$ cat src/rtl/branch_fwd_ctrl.sv
// ---------------------------------------------------------------------------
// branch_fwd_ctrl
// Hazard/forwarding controller for the decode-stage branch comparator.
// Tracks the destination registers of the instructions in S3/S4/S5 in a
// shadow pipeline and drives the comparator's S4/S5 forward selects. It
// stalls decode and injects S3 bubbles while a branch operand cannot be
// forwarded yet, and freezes while the data cache misses.
//
// Optional feature: define BRANCH_STALL_CNT_EN to add the stall_cnt port, a
// saturating count of bubble cycles (cleared only by reset).
//
// Ports
//   clk          clock, rising edge
//   rst_         async active-low reset
//   mem_stall    D-cache miss, whole pipe frozen this cycle
//   br_s2        S2 holds a beq/bne
//   rs1_s2       branch source 1
//   rs2_s2       branch source 2
//   rd_s2        S2 destination register
//   rd_we_s2     S2 instruction writes rd
//   load_s2      S2 instruction is a load
//   b_r1_fwd_s4  src1 <- alu_out_s4
//   b_r2_fwd_s4  src2 <- alu_out_s4
//   b_r1_fwd_s5  src1 <- reg_wdata
//   b_r2_fwd_s5  src2 <- reg_wdata
//   stall_s2     hold PC and S1/S2 registers
//   bubble_s3    load a NOP into S3
//   br_state     FSM state: 0 RUN, 1 HAZ, 2 FREEZE
//   stall_cnt    bubble-cycle counter (BRANCH_STALL_CNT_EN only)
//
// FSM states
//   state  | meaning
//   RUN    | no stall pending
//   HAZ    | a branch operand was not forwardable last cycle
//   FREEZE | pipe frozen by a data-cache miss last cycle
// ---------------------------------------------------------------------------
module branch_fwd_ctrl #(
    parameter int REG_ADDR_W = 5,
    parameter int CNT_W      = 16
) (
    input  logic                  clk,
    input  logic                  rst_,
    input  logic                  mem_stall,
    input  logic                  br_s2,
    input  logic [REG_ADDR_W-1:0] rs1_s2,
    input  logic [REG_ADDR_W-1:0] rs2_s2,
    input  logic [REG_ADDR_W-1:0] rd_s2,
    input  logic                  rd_we_s2,
    input  logic                  load_s2,
    output logic                  b_r1_fwd_s4,
    output logic                  b_r2_fwd_s4,
    output logic                  b_r1_fwd_s5,
    output logic                  b_r2_fwd_s5,
    output logic                  stall_s2,
    output logic                  bubble_s3,
    output logic [1:0]            br_state
`ifdef BRANCH_STALL_CNT_EN
    ,
    output logic [CNT_W-1:0]      stall_cnt
`endif
);

    typedef enum logic [1:0] {
        ST_RUN    = 2'd0,
        ST_HAZ    = 2'd1,
        ST_FREEZE = 2'd2
    } br_state_t;

    br_state_t state_q, state_d;

    logic [REG_ADDR_W-1:0] rd_s3_q, rd_s4_q, rd_s5_q;
    logic                  we_s3_q, we_s4_q, we_s5_q;
    logic                  ld_s3_q, ld_s4_q, ld_s5_q;

    logic m1_s3, m2_s3, m1_s4, m2_s4, m1_s5, m2_s5;
    logic hazard;

    // Register 0 is hardwired zero, so it never needs forwarding or stalling.
    assign m1_s3 = br_s2 & we_s3_q & (rd_s3_q == rs1_s2) & (rs1_s2 != '0);
    assign m2_s3 = br_s2 & we_s3_q & (rd_s3_q == rs2_s2) & (rs2_s2 != '0);
    assign m1_s4 = br_s2 & we_s4_q & (rd_s4_q == rs1_s2) & (rs1_s2 != '0);
    assign m2_s4 = br_s2 & we_s4_q & (rd_s4_q == rs2_s2) & (rs2_s2 != '0);
    assign m1_s5 = br_s2 & we_s5_q & (rd_s5_q == rs1_s2) & (rs1_s2 != '0);
    assign m2_s5 = br_s2 & we_s5_q & (rd_s5_q == rs2_s2) & (rs2_s2 != '0);

    // Load data is only available at S5, so a load in S4 still stalls.
    assign hazard = m1_s3 | m2_s3 | ((m1_s4 | m2_s4) & ld_s4_q);

    assign stall_s2  = hazard | mem_stall;
    assign bubble_s3 = hazard & ~mem_stall;

    // Selects are suppressed while the branch waits; S4 (younger) wins over S5.
    assign b_r1_fwd_s4 = ~hazard & m1_s4 & ~ld_s4_q;
    assign b_r2_fwd_s4 = ~hazard & m2_s4 & ~ld_s4_q;
    assign b_r1_fwd_s5 = ~hazard & m1_s5 & ~m1_s4;
    assign b_r2_fwd_s5 = ~hazard & m2_s5 & ~m2_s4;

    always_ff @(posedge clk or negedge rst_) begin
        if (!rst_) begin
            rd_s3_q <= '0;
            rd_s4_q <= '0;
            rd_s5_q <= '0;
            we_s3_q <= 1'b0;
            we_s4_q <= 1'b0;
            we_s5_q <= 1'b0;
            ld_s3_q <= 1'b0;
            ld_s4_q <= 1'b0;
            ld_s5_q <= 1'b0;
        end else if (!mem_stall) begin
            rd_s5_q <= rd_s4_q;
            we_s5_q <= we_s4_q;
            ld_s5_q <= ld_s4_q;
            rd_s4_q <= rd_s3_q;
            we_s4_q <= we_s3_q;
            ld_s4_q <= ld_s3_q;
            rd_s3_q <= bubble_s3 ? '0 : rd_s2;
            we_s3_q <= bubble_s3 ? 1'b0 : rd_we_s2;
            ld_s3_q <= bubble_s3 ? 1'b0 : load_s2;
        end
    end

    always_ff @(posedge clk or negedge rst_) begin
        if (!rst_) begin
            state_q <= ST_RUN;
        end else begin
            state_q <= state_d;
        end
    end

    always_comb begin
        state_d = state_q;
        case (state_q)
            ST_RUN: begin
                if (mem_stall)   state_d = ST_FREEZE;
                else if (hazard) state_d = ST_HAZ;
            end
            ST_HAZ: begin
                if (mem_stall)    state_d = ST_FREEZE;
                else if (!hazard) state_d = ST_RUN;
            end
            ST_FREEZE: begin
                if (!mem_stall) state_d = hazard ? ST_HAZ : ST_RUN;
            end
            default: state_d = ST_RUN;
        endcase
    end

    assign br_state = state_q;

`ifdef BRANCH_STALL_CNT_EN
    always_ff @(posedge clk or negedge rst_) begin
        if (!rst_) begin
            stall_cnt <= '0;
        end else if (bubble_s3 && (stall_cnt != '1)) begin
            stall_cnt <= stall_cnt + 1'b1;
        end
    end
`endif

endmodule
$ cat config.mk
export PLATFORM = sky130hd
export DESIGN_NAME = branch_fwd_ctrl
export DESIGN_NICKNAME = d
export VERILOG_FILES = /design/src/rtl/branch_fwd_ctrl.sv
export SDC_FILE = /design/constraint.sdc
export NUM_CORES = 1
export LEC_CHECK = 0
export CORE_MARGIN = 2
export CORE_UTILIZATION = 25
export DETAILED_ROUTE_END_ITERATION = 6
export GPL_TIMING_DRIVEN = 1
export PLACE_DENSITY = 0.46
export SLEW_MARGIN = 20
export SYNTH_ARGS = -nofsm -noshare
export SYNTH_HDL_FRONTEND = slang
export SYNTH_SLANG_ARGS = --single-unit
$ cat constraint.sdc
create_clock -name clk -period 5.2 [get_ports clk]
set_clock_uncertainty 0.05 [all_clocks]
set_input_delay 1.04 -clock clk [delete_from_list [all_inputs] [get_ports clk]]
set_output_delay 1.04 -clock clk [all_outputs]
set_load 0.02 [all_outputs]
# ---- Word level (Yosys, flattened, before mapping)
# Cells that the tools add are included.
dict set report word_totals {
  reg_bits 22
  in_bits 21
}
dict set report op_classes {
  muxes 10
  reduce_logical 4
  n_eq_ne 11
  n_bitwise 34
}
# cell n
set op_table {}
lappend op_table {{5-bit equality test} 6}
lappend op_table {{1-bit AND} 25}
lappend op_table {{2-bit 2-to-1 mux} 5}
lappend op_table {{5-bit nonzero test} 2}
lappend op_table {{3-bit != test, second input constant} 2}
lappend op_table {{2-bit one-hot mux with 3 select lines} 1}
lappend op_table {{5-bit 2-to-1 mux} 1}
lappend op_table {{1-bit inverter} 5}
lappend op_table {{1-bit OR} 4}
lappend op_table {{1-bit 2-to-1 mux} 3}
lappend op_table {{3-bit AND reduction} 1}
lappend op_table {{2-bit by 1-bit equality test with 1-bit output, second input constant} 1}
lappend op_table {{2-bit equality test, second input constant} 1}
lappend op_table {{2-bit logical NOT} 1}
lappend op_table {{2-bit != test, second input constant} 1}

# ---- Longest topological paths before layout
dict set report logic_depth {
  ltp_word 9
  depth_mapped 6
  depth_no_buf 5
}

# ---- Worst setup path before layout
# No wires, ideal clock.
dict set report synth_path {
  kind {in2out}
  start {input port rs1_s2[2]}
  end {output port b_r1_fwd_s5}
  n_path_buf 1
  cell_stages 6
  t_arrival_ns 2.865
  t_required_ns 4.110
  path_slack_ns 1.245
  path_cell_list {or4_1 nor2_2 nor4_2 o211a_4 buf_6 nor4_1}
}
dict set report synth_between {
  elab_chain_cells 9
  word_cells_on_any_way 18
  classes_between {eq/ne (3); bitwise (14); reduce/logical (1)}
}
# item line
set synth_rtl {}
lappend synth_rtl {{from (decl)} 45} ;# input logic [REG_ADDR_W-1:0] rs1_s2,
lappend synth_rtl {{5-bit equality test} 81} ;# assign m1_s4 = br_s2 & we_s4_q & (rd_s4_q == rs1_s2) & (rs1_s2 != '0);
lappend synth_rtl {{1-bit AND (2 in a row)} 81}
lappend synth_rtl {{1-bit OR} 87} ;# assign hazard = m1_s3 | m2_s3 | ((m1_s4 | m2_s4) & ld_s4_q);
lappend synth_rtl {{1-bit AND} 87}
lappend synth_rtl {{1-bit OR} 87}
lappend synth_rtl {{1-bit inverter} 95} ;# assign b_r1_fwd_s5 = ~hazard & m1_s5 & ~m1_s4;
lappend synth_rtl {{1-bit AND} 95}
lappend synth_rtl {{1-bit AND *} 95}
lappend synth_rtl {{to (decl)} 52} ;# output logic b_r1_fwd_s5,
# Mark *: on every way between the ends. The rest lies on a longest branch, timed or not.

# ---- Worst setup path in the final report
dict set report layout_path {
  start {input port rs1_s2[3]}
  end {output port b_r2_fwd_s5}
}
dict set report layout_between {
  elab_chain_cells 9
  word_cells_on_any_way 14
  classes_between {eq/ne (2); bitwise (11); reduce/logical (1)}
}
# item line
set layout_rtl {}
lappend layout_rtl {{5-bit equality test} 81}
lappend layout_rtl {{1-bit AND (2 in a row)} 81}
lappend layout_rtl {{1-bit OR} 87}
lappend layout_rtl {{1-bit AND} 87}
lappend layout_rtl {{1-bit OR *} 87}
lappend layout_rtl {{1-bit inverter *} 96} ;# assign b_r2_fwd_s5 = ~hazard & m2_s5 & ~m2_s4;
lappend layout_rtl {{1-bit AND * (2 in a row)} 96}
lappend layout_rtl {{to (decl)} 53} ;# output logic b_r2_fwd_s5,
# Marks and branches as above.

==> flow_metrics.py <==
metrics = {
    "synthesis": {
        "ys_types": 28,
        "synth_most_common_cell": "dfrtp_1",
        "synth_enable_flop_cells": 0,
        "synth.cell_area_um2": 1380,
        "ys_ff_latch": 22,
        "syn_avg_cell_area_um2": 11.5,
        "yosys.area.top_type_share": 0.398,
        "synth-seq-area-share": 0.398,
        "synth_common_cells": "dfrtp_1 (22), xnor2_1 (18), mux2_2 (13)",
        "synthFlopType": "dfrtp_1",
        "yosysWarnings": 0,
        "yosys.area.top_type": "dfrtp_1",
        "synthArstFlopShare": 1.00,
        "synth_cells": 120,
        "synth_area_leaders": "dfrtp_1 (40%), xnor2_1 (11%), mux2_2 (11%), xor2_1 (7.6%), o41ai_2 (7.1%)",
        "syn_nets": 141,
    },
    "place": {
        "dp.cells": 217,
        "gp_congestion": 0.731,
        "io_buffer_count": 28,
        "hpwl_um": 2580,
    },
    "clocking": {
        "cts.sinks": 22,
        "insertion_delay_ns": 0.25,
        "numCtsBuffers": 3,
        "post_cts_resized": 0,
        "tritoncts": "done",
        "clock_path_buffers": 2,
        "ctsHoldBuffers": 0,
        "cts_setup_buffers": 0,
        "htree_levels": 1,
        "path_clk_slew_ns": 0.07,
        "root_buffer": "clkbuf_8",
    },
    "grt": {
        "antenna_found_initial": 0,
        "grt_pass1_vias": 1101,
        "grt_pass1_wl_um": 5560,
        "globalRoute.totalOverflow": 0,
        "grt.total_usage": 0.117,
        "grt_start_max_net_pins": 23,
    },
    "die": {
        "die_area_um2": 6150,
        "fp.dieW_um": 78.4,
        "io_pins": 29,
        "die_h_um": 78.4,
        "rows": 27,
        "start_util": 0.254,
        "core_area_um2": 5440,
    },
    "worst_hold_path": {
        "hp-class": "flop to flop",
    },
    "sta": {
        "setup_tns_ns": 0,
        "tightest_slew_ns": 0.699,
        "slew_viol_final": 0,
        "period_minus_slack_ns": 4.77,
        "max_slew_margin": 0.533,
        "fin_crit_sh": 0.917,
        "final-hold-violation-count": 0,
        "setup_viol_count_final": 0,
        "rsz0062_at_grt": "false",
        "max_freq_mhz": 210,
    },
    "finish": {
        "fillCellCount": 549,
        "drive_above_1_share": 0.230,
        "final-instance-count-excl-fill": 220,
        "syn_to_final_growth_pct": 28.3,
        "nNetsFinal": 171,
        "diodes": 0,
    },
    "worst_setup_path": {
        "cp_num_buf_inv": 2,
        "worstSetupPathType": "input port to primary output",
        "end_kind": "primary output",
        "crit_top_cell": "clkdlybuf4s50_1",
        "cp_max_fo": 12,
        "cp_data_arrival_time_ns": 3.68,
        "crit_required_ns": 4.11,
        "crit_family": "buffers and inverters",
        "cp_slowest_stage_delay_ns": 0.67,
        "crit_chain": "clkdlybuf4s50_1, or4_1, nor2_2, nor4_2, o211a_4, nor4_1, clkdlybuf4s50_1",
        "critical_path.slowest_cell": "clkdlybuf4s50_1",
        "startpoint_type": "input port",
    },
    "power": {
        "power_density_nw_per_um2": 248,
        "peakVddDrop_v": 0.0000865,
        "p_comb_frac": 0.257,
        "p_sw_frac": 0.293,
        "power_frac_seq": 0.510,
        "p_leak_uw": 0.000696,
        "power_frac_clock": 0.234,
        "p_sw_uw": 129,
        "internal_power_uw": 311,
    },
    "status": {
        "status": "finished, final reports clean",
    },
    "route": {
        "firstDrtPassIters": 6,
        "avgRoutedWirePerCell_um": 15.1,
        "dr.first_iter.drc_count": 24,
        "drtAntennaViolNets": 0,
        "drt_wl_total_um": 3330,
        "drcViolationCount": 0,
        "post_drt_via_cell_ratio": 4.62,
        "vias": 1017,
    },
    "flow_run": {
        "maxCapViolations": 0,
    },
}
==> layer usage <==
metal,vias to the layer above,global-route usage,part of all wire
met5,-,0,0
met4,0,0.0333,0.0054
met3,2,0.0195,0.040
met2,26,0.177,0.46
met1,501,0.172,0.49
li1,488,-,-
==> area by class of cell <==
cell class	instances	area (µm²)	share of cell area
inverter	7	26.3	0.0148
timing repair buffer	29	283	0.159
clock buffer	3	41.3	0.0233
multi-input combinational	87	785	0.442
tap	72	90.1	0.0507
sequential	22	551	0.310
==> cell usage in the layout (no fill, tap or decap) <==
master           synthesis  final
nand4_1                  4      4
buf_4                    0      1
a21bo_2                  1      1
or3_1                    1      1
nor2_2                   1      1
clkbuf_8                 0      3
dfrtp_1                 22     22
nand3_1                  2      2
clkdlybuf4s50_1          0     27
mux2_2                  13     13
o211ai_1                 1      1
inv_1                    7      7
o211a_4                  1      1
o41ai_2                  6      6
a21boi_4                 1      1
or4_1                    1      1
buf_2                    0      1
a221oi_1                 1      1
o41ai_1                  1      1
nor3_1                   2      2
xnor2_1                 18     18
nor2_4                   1      1
a21oi_1                  1      1
nor4_2                   2      2
nor4_1                   4      4
nand2_1                  9      9
xor2_1                  12     12
or4_4                    3      3
a21boi_0                 1      1
==> stage by stage <==
step	cell area (µm²)	setup WS, ns	utilization	hold slack (ns)	total power (µW)
final	1780	0.429	0.326	0.454	440
after global routing	1780	0.270	0.326	0.495	465
after CTS	1780	0.397	0.327	0.467	448
after detailed placement	1740	0.414	0.320	0.447	343
after global placement	1740	0.499	0.320	0.427	342
after floorplan	1380	1.24	-	0.398	293
==> flip-flops by register name, indices dropped and copies added, names as in the netlist <==
name and flops:
we_s4_q 1, ld_s3_q 1, rd_s4_q 5, rd_s3_q 5
br_state 2, we_s3_q 1, we_s5_q 1, ld_s4_q 1
rd_s5_q 5
==> worst paths after layout <==
check | from | endpoint | slack, ns | cells after the start
setup / recovery | rs1_s2[3] | b_r2_fwd_s5 | 0.43 | 7
hold / removal | ld_s3_q$_DFFE_PN0N_ | ld_s3_q$_DFFE_PN0N_ | 0.45 | 2
setup reg to reg | rd_s4_q[2]$_DFFE_PN0N_ | br_state[0]$_DFFE_PN0P_ | 3.29 | 5
hold reg to reg | ld_s3_q$_DFFE_PN0N_ | ld_s3_q$_DFFE_PN0N_ | 0.45 | 2
max in group asynchronous | rst_ | rd_s3_q[3]$_DFFE_PN0N_ | 4.06 | 1
min in group asynchronous | rst_ | ld_s3_q$_DFFE_PN0N_ | 0.69 | 1
==> logic make-up (layout without fill, tap and decap cells) <==
group / count (synthesis) / in the layout / synth area share
AOI/OAI and AO/OA: 14 / 14 / 0.131
xor gates and xnor gates: 30 / 30 / 0.190
buffers and inverters: 11 / 39 / 0.0353
DFF: 22 / 22 / 0.398
muxes: 13 / 13 / 0.106
and+or+nand+nor: 30 / 30 / 0.140
==> worst min-delay path, delay by kind of cell, from the launching register on <==
family	cells	cell delay (ns)
DFF	1	0.35
AOI/OAI and AO/OA	1	0.05
and+or+nand+nor	1	0.07
==> power groups by stage <==
stage / Clock [µW] / Combinational, µW / Sequential [µW]
after floorplan: 0 / 75.8 / 218
after global placement: 0 / 113 / 229
after detailed placement: 0 / 114 / 229
after CTS: 108 / 115 / 225
after global routing: 112 / 124 / 229
final: 103 / 113 / 224
(Power assumes the default switching activity.)
